==> src/rtl/if_id_queue.sv <==
// if_id_queue: decoupling FIFO between instruction fetch and decode.
// Holds {pc, instr} pairs under valid/ready handshakes on both sides.
// A synchronous flush empties the queue. in_ready depends only on
// registered occupancy, so there is no combinational path from decode
// back to fetch.
// Optional feature: define IF_ID_QUEUE_BYPASS_EN to let an offered pair
// pass straight through to decode when the queue is empty.
module if_id_queue #(
    parameter int unsigned DEPTH     = 2,
    parameter logic [31:0] NOP_INSTR = 32'h0000_0013
) (
    input  logic                       clk,
    input  logic                       rst_n,
    input  logic                       flush,
    input  logic                       in_valid,
    output logic                       in_ready,
    input  logic [31:0]                in_pc,
    input  logic [31:0]                in_instr,
    output logic                       out_valid,
    input  logic                       out_ready,
    output logic [31:0]                out_pc,
    output logic [31:0]                out_instr,
    output logic [$clog2(DEPTH):0]     count
);

    localparam int unsigned AW = $clog2(DEPTH);
    localparam int unsigned CW = AW + 1;

    logic [31:0]   pc_mem    [DEPTH];
    logic [31:0]   instr_mem [DEPTH];
    logic [AW-1:0] wr_ptr;
    logic [AW-1:0] rd_ptr;
    logic [CW-1:0] count_q;

    logic empty;
    logic full;
    logic bypass_hit;
    logic bypass_take;
    logic push;
    logic pop;

    assign empty    = (count_q == '0);
    assign full     = (count_q == CW'(DEPTH));
    assign in_ready = ~full;
    assign count    = count_q;

`ifdef IF_ID_QUEUE_BYPASS_EN
    assign bypass_hit  = empty & in_valid & ~flush;
`else
    assign bypass_hit  = 1'b0;
`endif
    // A bypassed pair that decode takes immediately is never stored.
    assign bypass_take = bypass_hit & out_ready;

    assign push      = in_valid & in_ready & ~flush & ~bypass_take;
    assign pop       = ~empty & out_ready & ~flush;
    assign out_valid = ~empty | bypass_hit;

    // Pointer and occupancy state; flush has priority over push/pop.
    always_ff @(posedge clk or negedge rst_n) begin
        if (!rst_n) begin
            wr_ptr  <= '0;
            rd_ptr  <= '0;
            count_q <= '0;
        end else if (flush) begin
            wr_ptr  <= '0;
            rd_ptr  <= '0;
            count_q <= '0;
        end else begin
            if (push) wr_ptr <= wr_ptr + AW'(1);
            if (pop)  rd_ptr <= rd_ptr + AW'(1);
            case ({push, pop})
                2'b10:   count_q <= count_q + CW'(1);
                2'b01:   count_q <= count_q - CW'(1);
                default: count_q <= count_q;
            endcase
        end
    end

    // Entry storage; contents are only meaningful while counted as occupied.
    always_ff @(posedge clk) begin
        if (push) begin
            pc_mem[wr_ptr]    <= in_pc;
            instr_mem[wr_ptr] <= in_instr;
        end
    end

    // Head presentation: bypass pair, stored head, or idle NOP.
    always_comb begin
        out_pc    = '0;
        out_instr = NOP_INSTR;
        if (bypass_hit) begin
            out_pc    = in_pc;
            out_instr = in_instr;
        end else if (!empty) begin
            out_pc    = pc_mem[rd_ptr];
            out_instr = instr_mem[rd_ptr];
        end
    end

endmodule

==> config.mk <==
export PLATFORM = sky130hd
export DESIGN_NAME = if_id_queue
export DESIGN_NICKNAME = d
export VERILOG_FILES = /design/src/rtl/if_id_queue.sv
export SDC_FILE = /design/constraint.sdc
export NUM_CORES = 1
export LEC_CHECK = 0
export ABC_AREA = 1
export CORE_MARGIN = 5
export CORE_UTILIZATION = 52
export DETAILED_ROUTE_END_ITERATION = 8
export PLACE_DENSITY = 0.85
export RECOVER_POWER = 50
export SETUP_SLACK_MARGIN = 0.5
export SYNTH_ARGS = -nofsm -noshare
export SYNTH_HDL_FRONTEND = slang
export SYNTH_SLANG_ARGS = --single-unit
==> constraint.sdc <==
create_clock -name clk -period 13 [get_ports clk]
set_input_delay 1.95 -clock clk [delete_from_list [all_inputs] [get_ports clk]]
set_output_delay 1.95 -clock clk [all_outputs]
set_load 0.01 [all_outputs]
### Yosys cells after proc, flatten, opt, wreduce, memory -nomap -nowiden

Memories as Yosys holds them, arrays and structs flattened.
Index checks and enable logic that the tools add are counted.
W data, S select, Z words.

| word-level totals | value |
|---|---|
| flip-flop bits (word level) | 4 |
| bits in writable memories | 128 |
| logic and storage cells | 33 |
| memories | 2 |

Memory list:

| name | depth | width | read ports | clocked after Yosys merged registers in | wr ports | line | text |
|---|---|---|---|---|---|---|---|
| instr_mem | 2 | 32 | 1 | 0 | 1 | 30 | `logic [31:0] instr_mem [DEPTH];` |
| pc_mem | 2 | 32 | 1 | 0 | 1 | 29 | `logic [31:0] pc_mem [DEPTH];` |

| operators by class | value |
|---|---|
| add/subtract/negate cells | 4 |
| eq/ne operators | 3 |
| mux-type cells | 10 |
| bitwise gates (word level) | 7 |
| reductions and logical operators | 4 |

Operator list:

| cell | count |
|---|---|
| $mux W32 | 2 |
| $mux W1 | 6 |
| $and A1 B1 Y1 | 4 |
| $eq A2 B2 Y1 const B | 2 |
| $pmux W2 S2 | 1 |
| $reduce_bool A2 Y1 | 2 |
| $not A1 Y1 | 3 |
| $reduce_bool A3 Y1 | 1 |
| $add A1 B1 Y1 const B | 2 |
| $add A2 B1 Y2 const B | 1 |
| $eq A2 B1 Y1 const B | 1 |
| $logic_not A2 Y1 | 1 |
| $mux W2 | 1 |
| $sub A2 B1 Y2 const B | 1 |

### Longest topological paths before layout

Gate-level depths: netlist of run 1.

| logic depth | value |
|---|---|
| depth in word-level cells | 7 |
| mapped depth | 9 |
| depth with buffers taken out | 9 |

### Worst setup path before layout of run 1

Ideal clock, no wire load.

| path | value |
|---|---|
| path type | input-to-reg |
| from | input port flush |
| to | memory instr_mem[1][0] (enable) |
| library setup time | 0.565 ns |
| data arrival time | 6.414 ns |
| required time | 12.435 ns |
| setup slack | 6.020 ns |
| stages | 1 |
| cell sequence | nor3_1 |

| on the way | value |
|---|---|
| longest elaborated chain between the ends | 4 |

RTL lines:

| element | line | text |
|---|---|---|
| start, declared | 14 | `input logic flush,` |
| $not A1 Y1 | 55 | `assign push = in_valid & in_ready & ~flush & ~bypass_take;` |
| $and A1 B1 Y1 | 55 |  |
| $mux W1 | 82 | `if (push) begin` |
| $mux W1 (implied by the code) | 84 | `instr_mem[wr_ptr] <= in_instr;` |
| end, declared | 30 |  |

No other way between the ends.

### Worst setup path in the final report of run 1

| path | value |
|---|---|
| from | register rd_ptr |
| to | output port out_instr[26] |

| on the way | value |
|---|---|
| longest elaborated chain between the ends | 2 |

RTL lines:

| element | line | text |
|---|---|---|
| start, declared | 32 | `logic [AW-1:0] rd_ptr;` |
| start signal, assigned | 71 | `if (pop) rd_ptr <= rd_ptr + AW'(1);` |
| $mem_v2 Z2 W32 | n/a |  |
| $mux W32 | 95 | `end else if (!empty) begin` |
| end, declared | 22 | `output logic [31:0] out_instr,` |

No other way between the ends.

==> summary.txt, run 1 <==
Run status
  • Status: finished, violations left
  • Failing checks: max-capacitance violations, max-slew violations

Setup path
  • Worst Setup End Kind: output port
  • Slowest CP cell: inv_2
  • Crit Path Max Fanout: 66
  • CP top delay family: buffers and inverters
  • WS Path Type: flop to output port
  • Buffers and inverters on the worst path: 2
  • Cell Chain, Critical Path: inv_2 -> nand2_1 -> a21oi_1 -> clkdlybuf4s50_1
  • Required time of the critical path: 11050 ps
  • Critical Path AT: 2730 ps
  • Worst setup SP type: flop
  • Max incr delay on CP: 800 ps

Clock network
  • Clock transition at path regs: approximately 50 ps
  • CTS buffer count: 17
  • CTS tree: built
  • Root buf cell: clkbuf_8
  • # Post-CTS Setup Buffers: 0
  • Worst skew pair latency: ~490 ps
  • Clk sinks: 132
  • H-Tree Depth: 4
  • Clock buffer depth: 2
  • Hold_buf cts: 0
  • Post_cts resized: 0

Synth
  • EDFF count, synth: 128
  • Synth area leader: edfxtp_1
  • Post-synth ARST share: 0.0303
  • Avg Cell Area, Syn: 13.1 um^2
  • Synth top cells by count: 143 x nand2_1, 128 x edfxtp_1, 62 x a21oi_1
  • Mapped Nets: 451
  • Synth top area share: 0.767
  • Ys flop type: edfxtp_1
  • Count of cell types in the netlist: 16
  • Area of the mapped netlist: around 5000 um^2
  • Count of mapped cells out of synthesis: 382
  • Sequential fraction of the synthesis area: 0.787
  • Synthesis warning total: 0
  • Ranking of synthesized cells by area: edfxtp_1 77%, nand2_1 11%, a21oi_1 6.2%, dfrtp_1 2.0%, buf_2 1.8%
  • Register bit total from synthesis: 132
  • Most frequent cell after synthesis: nand2_1

Layout
  • Cell area after layout: 7100 um^2
  • Final #Nets: 591
  • Area delta synth->final: 41.8%
  • Layout cells sized above 1: 0.0766

Power and ir drop
  • Pwr/cell area: 208 nW/um^2
  • Leak pwr: 2.56 nW
  • VDD IR max: about 0.11 mV

Route
  • Vias: 3386
  • DR WL/cell: around 17 um
  • First-pass iteration count of the detailed router: 4
  • Via density: 5.09
  • Drt drc: 0
  • Final WL: about 11 mm
  • Post-route ant nets: 0
  • DRT iter0 DRCs: roughly 210

Place
  • Placed inst area: 6480 um^2
  • DP HPWL: 7.04 mm
  • Gp weighted congestion: 0.820
  • I/O Buffers: 136
  • Pre-CTS setup slack: 8810 ps

STA
  • RSZ-0062 raised after global routing: no
  • Final setup viols: 0
  • Slew Limit Headroom: -0.0509
  • Final hold violation count: 0
  • Setup_tns: 0 ps
  • Fin crit period: 4680 ps
  • Peak Freq: 0.214 GHz
  • Hold Slack: just under 600 ps
  • Worst-Margin Slew: 1580 ps
  • Final setup margin: 8320 ps
  • Skew final: about 11 ps
  • Crit share post-route: 0.360
  • Max Slew Vio Count: 29

Die
  • Row cnt: 35
  • CORE AREA: ~9300 um^2
  • Num ports: 137
  • Die Y: between 100 and 150 um
  • Initial core utilization: 0.537
  • Die ar.: 11700 um^2
  • Die Wd: 108 um

Global route
  • Vias in the first global route: 3572
  • Antenna violations before repair: 1
  • Tot GR Track Use: 0.200
  • Total grt overflow: 0
  • Largest net degree at the start of global routing: 67
  • First-pass GRT wire length: between 15 and 20 mm

Hold path
  • Hold/Removal Path Class: flop to flop

Run
  • Max Cap Viol: 1
cell families (layout without fill, tap and decap cells):
kind of cell,count (synthesis),count (layout),synth area share
AO/OA/AOI/OAI,65,65,0.0657
flip-flops,132,132,0.787
buffers and inverters,29,182,0.0262
other,0,1,0
AND/OR/NAND/NOR,156,156,0.121
layer usage:
| layer | routed length [um] | track usage |
|---|---|---|
| met4 | 112 | 0.0667 |
| met3 | 865 | 0.0573 |
| met5 | 0 | 0 |
| met2 | 5960 | 0.344 |
| met1 | 4290 | 0.244 |
layout make-up:
| class | instances | area (um^2) |
|---|---|---|
| Antenna cell | 1 | 2.50 |
| Multi-Input combinational cell | 221 | 937 |
| Inverter | 9 | 33.8 |
| Sequential cell | 132 | 3950 |
| Tap cell | 129 | 161 |
| Fill cell | 589 | 2220 |
| Clock buffer | 20 | 425 |
| Clock inverter | 12 | 204 |
| Timing Repair Buffer | 141 | 1400 |
worst min-delay path: stages (launching register included):
cell and delay [ps]:
dfrtp_1 320, inv_1 70, o21ai_0 150
per-stage QoR:
stage | power (mW) | std cells | util
floorplan | 0.745 | 382 | -
global placement | 0.989 | 632 | 0.695
detailed placement | 0.998 | 632 | 0.695
CTS | 1.50 | 664 | 0.763
global route | 1.55 | 665 | 0.762
finish | 1.48 | 665 | 0.762
registers in the layout, summed over array words and instances, names as in the netlist:
| signal | flops |
|---|---|
| count | 2 |
| wr_ptr | 1 |
| pc_mem | 64 |
| instr_mem | 64 |
| rd_ptr | 1 |
power by group:
group	switching [mW]	leakage (nW)	internal (mW)
Sequential	0.0137	1.22	0.510
Clock	0.167	0.296	0.332
Combinational	0.248	1.04	0.210
Total	0.428	2.56	1.05
path summary, 6_finish.rpt:
| check | start | to | slack (ps) | depth (start not counted) |
|---|---|---|---|---|
| setup / recovery | rd_ptr$_DFFE_PN0P_ | out_instr[26] | 8320 | 4 |
| hold / removal | wr_ptr$_DFFE_PN0P_ | wr_ptr$_DFFE_PN0P_ | 580 | 2 |
| setup reg to reg | count[0]$_DFFE_PN0P_ | instr_mem[1][22]$_DFFE_PP_ | 10450 | 5 |
| hold reg to reg | wr_ptr$_DFFE_PN0P_ | wr_ptr$_DFFE_PN0P_ | 580 | 2 |
| max in group asynchronous | rst_n | rd_ptr$_DFFE_PN0P_ | 11080 | 1 |
| min in group asynchronous | rst_n | count[0]$_DFFE_PN0P_ | 1730 | 1 |
cell usage in the layout, fill, tap and decap left out, drive strengths merged:
cell type	n
nand3	5
nor2	3
clkdlybuf4s50	70
bufinv	5
inv	10
diode	1
dfrtp	4
clkinvlp	3
nand2	146
edfxtp	128
nand3b	1
clkinv	3
clkbuf	21
dlygate4sd3	66
o21ai	2
nor3	1
buf	4
a21oi	63
Power figures use the tool's default switching activity.
==> inputs of run 2 (changes only) <==
--- a/config.mk
+++ b/config.mk
@@ -7,9 +7,9 @@
 export LEC_CHECK = 0
 export ABC_AREA = 1
 export CORE_MARGIN = 5
-export CORE_UTILIZATION = 52
+export CORE_UTILIZATION = 43
 export DETAILED_ROUTE_END_ITERATION = 8
-export PLACE_DENSITY = 0.85
+export PLACE_DENSITY = 0.75
 export RECOVER_POWER = 50
 export SETUP_SLACK_MARGIN = 0.5
 export SYNTH_ARGS = -nofsm -noshare
==> constraint.sdc (replaced) <==
create_clock -name clk -period 4.25 [get_ports clk]
set_input_delay 0.6375 -clock clk [delete_from_list [all_inputs] [get_ports clk]]
set_output_delay 0.6375 -clock clk [all_outputs]
set_load 0.01 [all_outputs]
==> run 2 against run 1 <==
The run now ends clean. Clock-buffer cell count fell by 1. Utilization fell by 14 points. Global-route usage fell by 3.8 points. Non-clock buffer count did not move. Wire length fell by 2.4%. Flip-flop and latch count did not move. Sequential power rose to 3.1 times the previous value. Largest power group unchanged.
==> summary.txt, run 2 (same netlist as run 1, synthesis figures left out) <==
Layout
  • Ant diodes: 0 (-1)
  • Cell area after layout: 7070 um^2 (-0.53%)
  • Most frequent cells in the layout: 143 x nand2_1, 128 x edfxtp_1, 68 x dlygate4sd3_1, 68 x clkdlybuf4s50_1, 62 x a21oi_1
  • Final #Nets: 591 (unchanged)
  • Multi-input logic area: 941 um^2 (+0.40%)
  • FF+latch area: 3950 um^2 (unchanged)
  • Most common cell after layout, fill and taps aside: nand2_1
  • Fillers: 927 (+57%)
  • Layout cells sized above 1: 0.0730 (-0.00360)
  • Area delta synth->final: 41.0%

Route
  • DRT iter0 DRCs: 280 (+35%)
  • Vias: 3319 (-2.0%)
  • First-pass iteration count of the detailed router: 4 (unchanged)
  • Post-route ant nets: 0 (unchanged)
  • DR WL/cell: 16.2 um (-4.2%)
  • Final WL: 11.0 mm (-2.4%)
  • Via density: 4.90 (-3.7%)
  • Drt drc: 0 (unchanged)

Clock network
  • Clock buffer depth: 2 (unchanged)
  • Root buf cell: clkbuf_16
  • Post_cts resized: 0 (unchanged)
  • Worst skew pair latency: 400 ps (-90 ps)
  • # Post-CTS Setup Buffers: 0 (unchanged)
  • Clk sinks: 132 (unchanged)
  • Hold_buf cts: 0 (unchanged)
  • CTS tree: built
  • H-Tree Depth: 4 (unchanged)
  • CTS buffer count: 17 (unchanged)
  • Clock transition at path regs: 50 ps (about the same)

Setup path
  • Required time of the critical path: 3610 ps (-7440 ps)
  • Worst setup SP type: flop
  • Critical Path AT: 2900 ps (+170 ps)
  • Crit Path Max Fanout: 34 (-48%)
  • Worst Setup End Kind: output port
  • WS Path Type: flop to output port

Die
  • CORE AREA: 11400 um^2 (+22%)
  • Initial core utilization: 0.439 (-0.0984)
  • Die Y: 118 um (+9.0%)
  • Row cnt: 39 (+11%)
  • Die ar.: 13900 um^2 (+19%)
  • Die Wd: 118 um (+9.0%)
  • Num ports: 137 (unchanged)

STA
  • Max Slew Vio Count: 0 (-100%)
  • Setup_tns: 0 ps (unchanged)
  • Worst-Margin Slew: 1070 ps (-506 ps)
  • Skew final: 4.61 ps (-5.94 ps)
  • Final setup viols: 0 (unchanged)
  • Fin crit period: roughly 3500 ps
  • Crit share post-route: 0.832
  • Slew Limit Headroom: 0.286 (+0.337)
  • RSZ-0062 raised after global routing: no
  • Final hold violation count: 0 (unchanged)
  • Peak Freq: 0.283 GHz

Global route
  • First-pass GRT wire length: 17.8 mm (+0.59%)
  • Total grt overflow: 0 (unchanged)
  • Largest net degree at the start of global routing: 65 (-3.0%)
  • Tot GR Track Use: 0.162 (-0.0383)
  • Antenna violations before repair: 1 (unchanged)
  • Vias in the first global route: 3599 (+0.76%)

Place
  • Gp weighted congestion: 0.778 (-5.2%)
  • Placed inst area: 6520 um^2 (+0.56%)
  • I/O Buffers: 136 (unchanged)
  • DP HPWL: 7.08 mm (+0.61%)

Power and ir drop
  • VDD IR max: 0.305 mV (+180%)
  • Pwr/cell area: 621 nW/um^2 (+200%)
  • Leak pwr: 2.54 nW (-0.70%)

Run status
  • Status: finished clean

Hold path
  • Hold/Removal Path Class: input port to asynchronous set/reset pin

Run
  • Max Cap Viol: 0 (-1)
-- run 2: metrics by stage --
step	instances	hold WS [ps]	power (mW)	utilization	setup slack, ps
6_report	677	517	4.39	0.619	715
5_1_grt	677	511	4.61	0.619	470
4_1_cts	677	433	4.47	0.621	1030
3_5_place_dp	646	604	3.05	0.571	1470
3_3_place_gp	646	583	3.03	0.571	1510
2_1_floorplan	382	342	2.28	-	594
-- run 2: worst paths after layout --
kind	startpoint	end	slack [ps]	cells after the start
worst max-delay path	rd_ptr$_DFFE_PN0P_	out_pc[11]	710	5
worst min-delay path	rst_n	count[0]$_DFFE_PN0P_	520	1
worst max register to register	count[0]$_DFFE_PN0P_	pc_mem[0][17]$_DFFE_PP_	1270	7
worst min register to register	wr_ptr$_DFFE_PN0P_	wr_ptr$_DFFE_PN0P_	580	2
max in group asynchronous	rst_n	rd_ptr$_DFFE_PN0P_	3540	1
min in group clk	wr_ptr$_DFFE_PN0P_	wr_ptr$_DFFE_PN0P_	580	2
-- run 2: layout make-up --
type / instances / share of cell area
Clock buffer: 19 / 0.0613
Clock inverter: 12 / 0.0197
Inverter: 9 / 0.00478
Multi-Input combinational cell: 221 / 0.133
Sequential cell: 132 / 0.558
Tap cell: 143 / 0.0253
Timing Repair Buffer: 141 / 0.198
-- run 2: power breakdown --
group	switching, mW	total [mW]	internal (mW)
registers	0.0375	1.60	1.56
clock network	0.497	1.41	0.908
logic	0.739	1.38	0.641
-- run 2: routing by layer --
| metal | share of wire | GRT usage | up-vias | wire length, um |
|---|---|---|---|---|
| met5 | 0.00064 | 0 | - | 7 |
| met4 | 0.020 | 0.0731 | 2 | 218 |
| met3 | 0.064 | 0.0533 | 20 | 701 |
| met2 | 0.51 | 0.280 | 108 | 5640 |
| met1 | 0.40 | 0.181 | 1569 | 4390 |
| li1 | - | - | 1620 | - |
-- run 2: worst max-delay path, stage by stage, from the launching register on --
cell	delay, ps
dfrtp_2	390
inv_1	730
buf_4	480
nand2_1	100
a21oi_1	190
clkdlybuf4s50_1	570
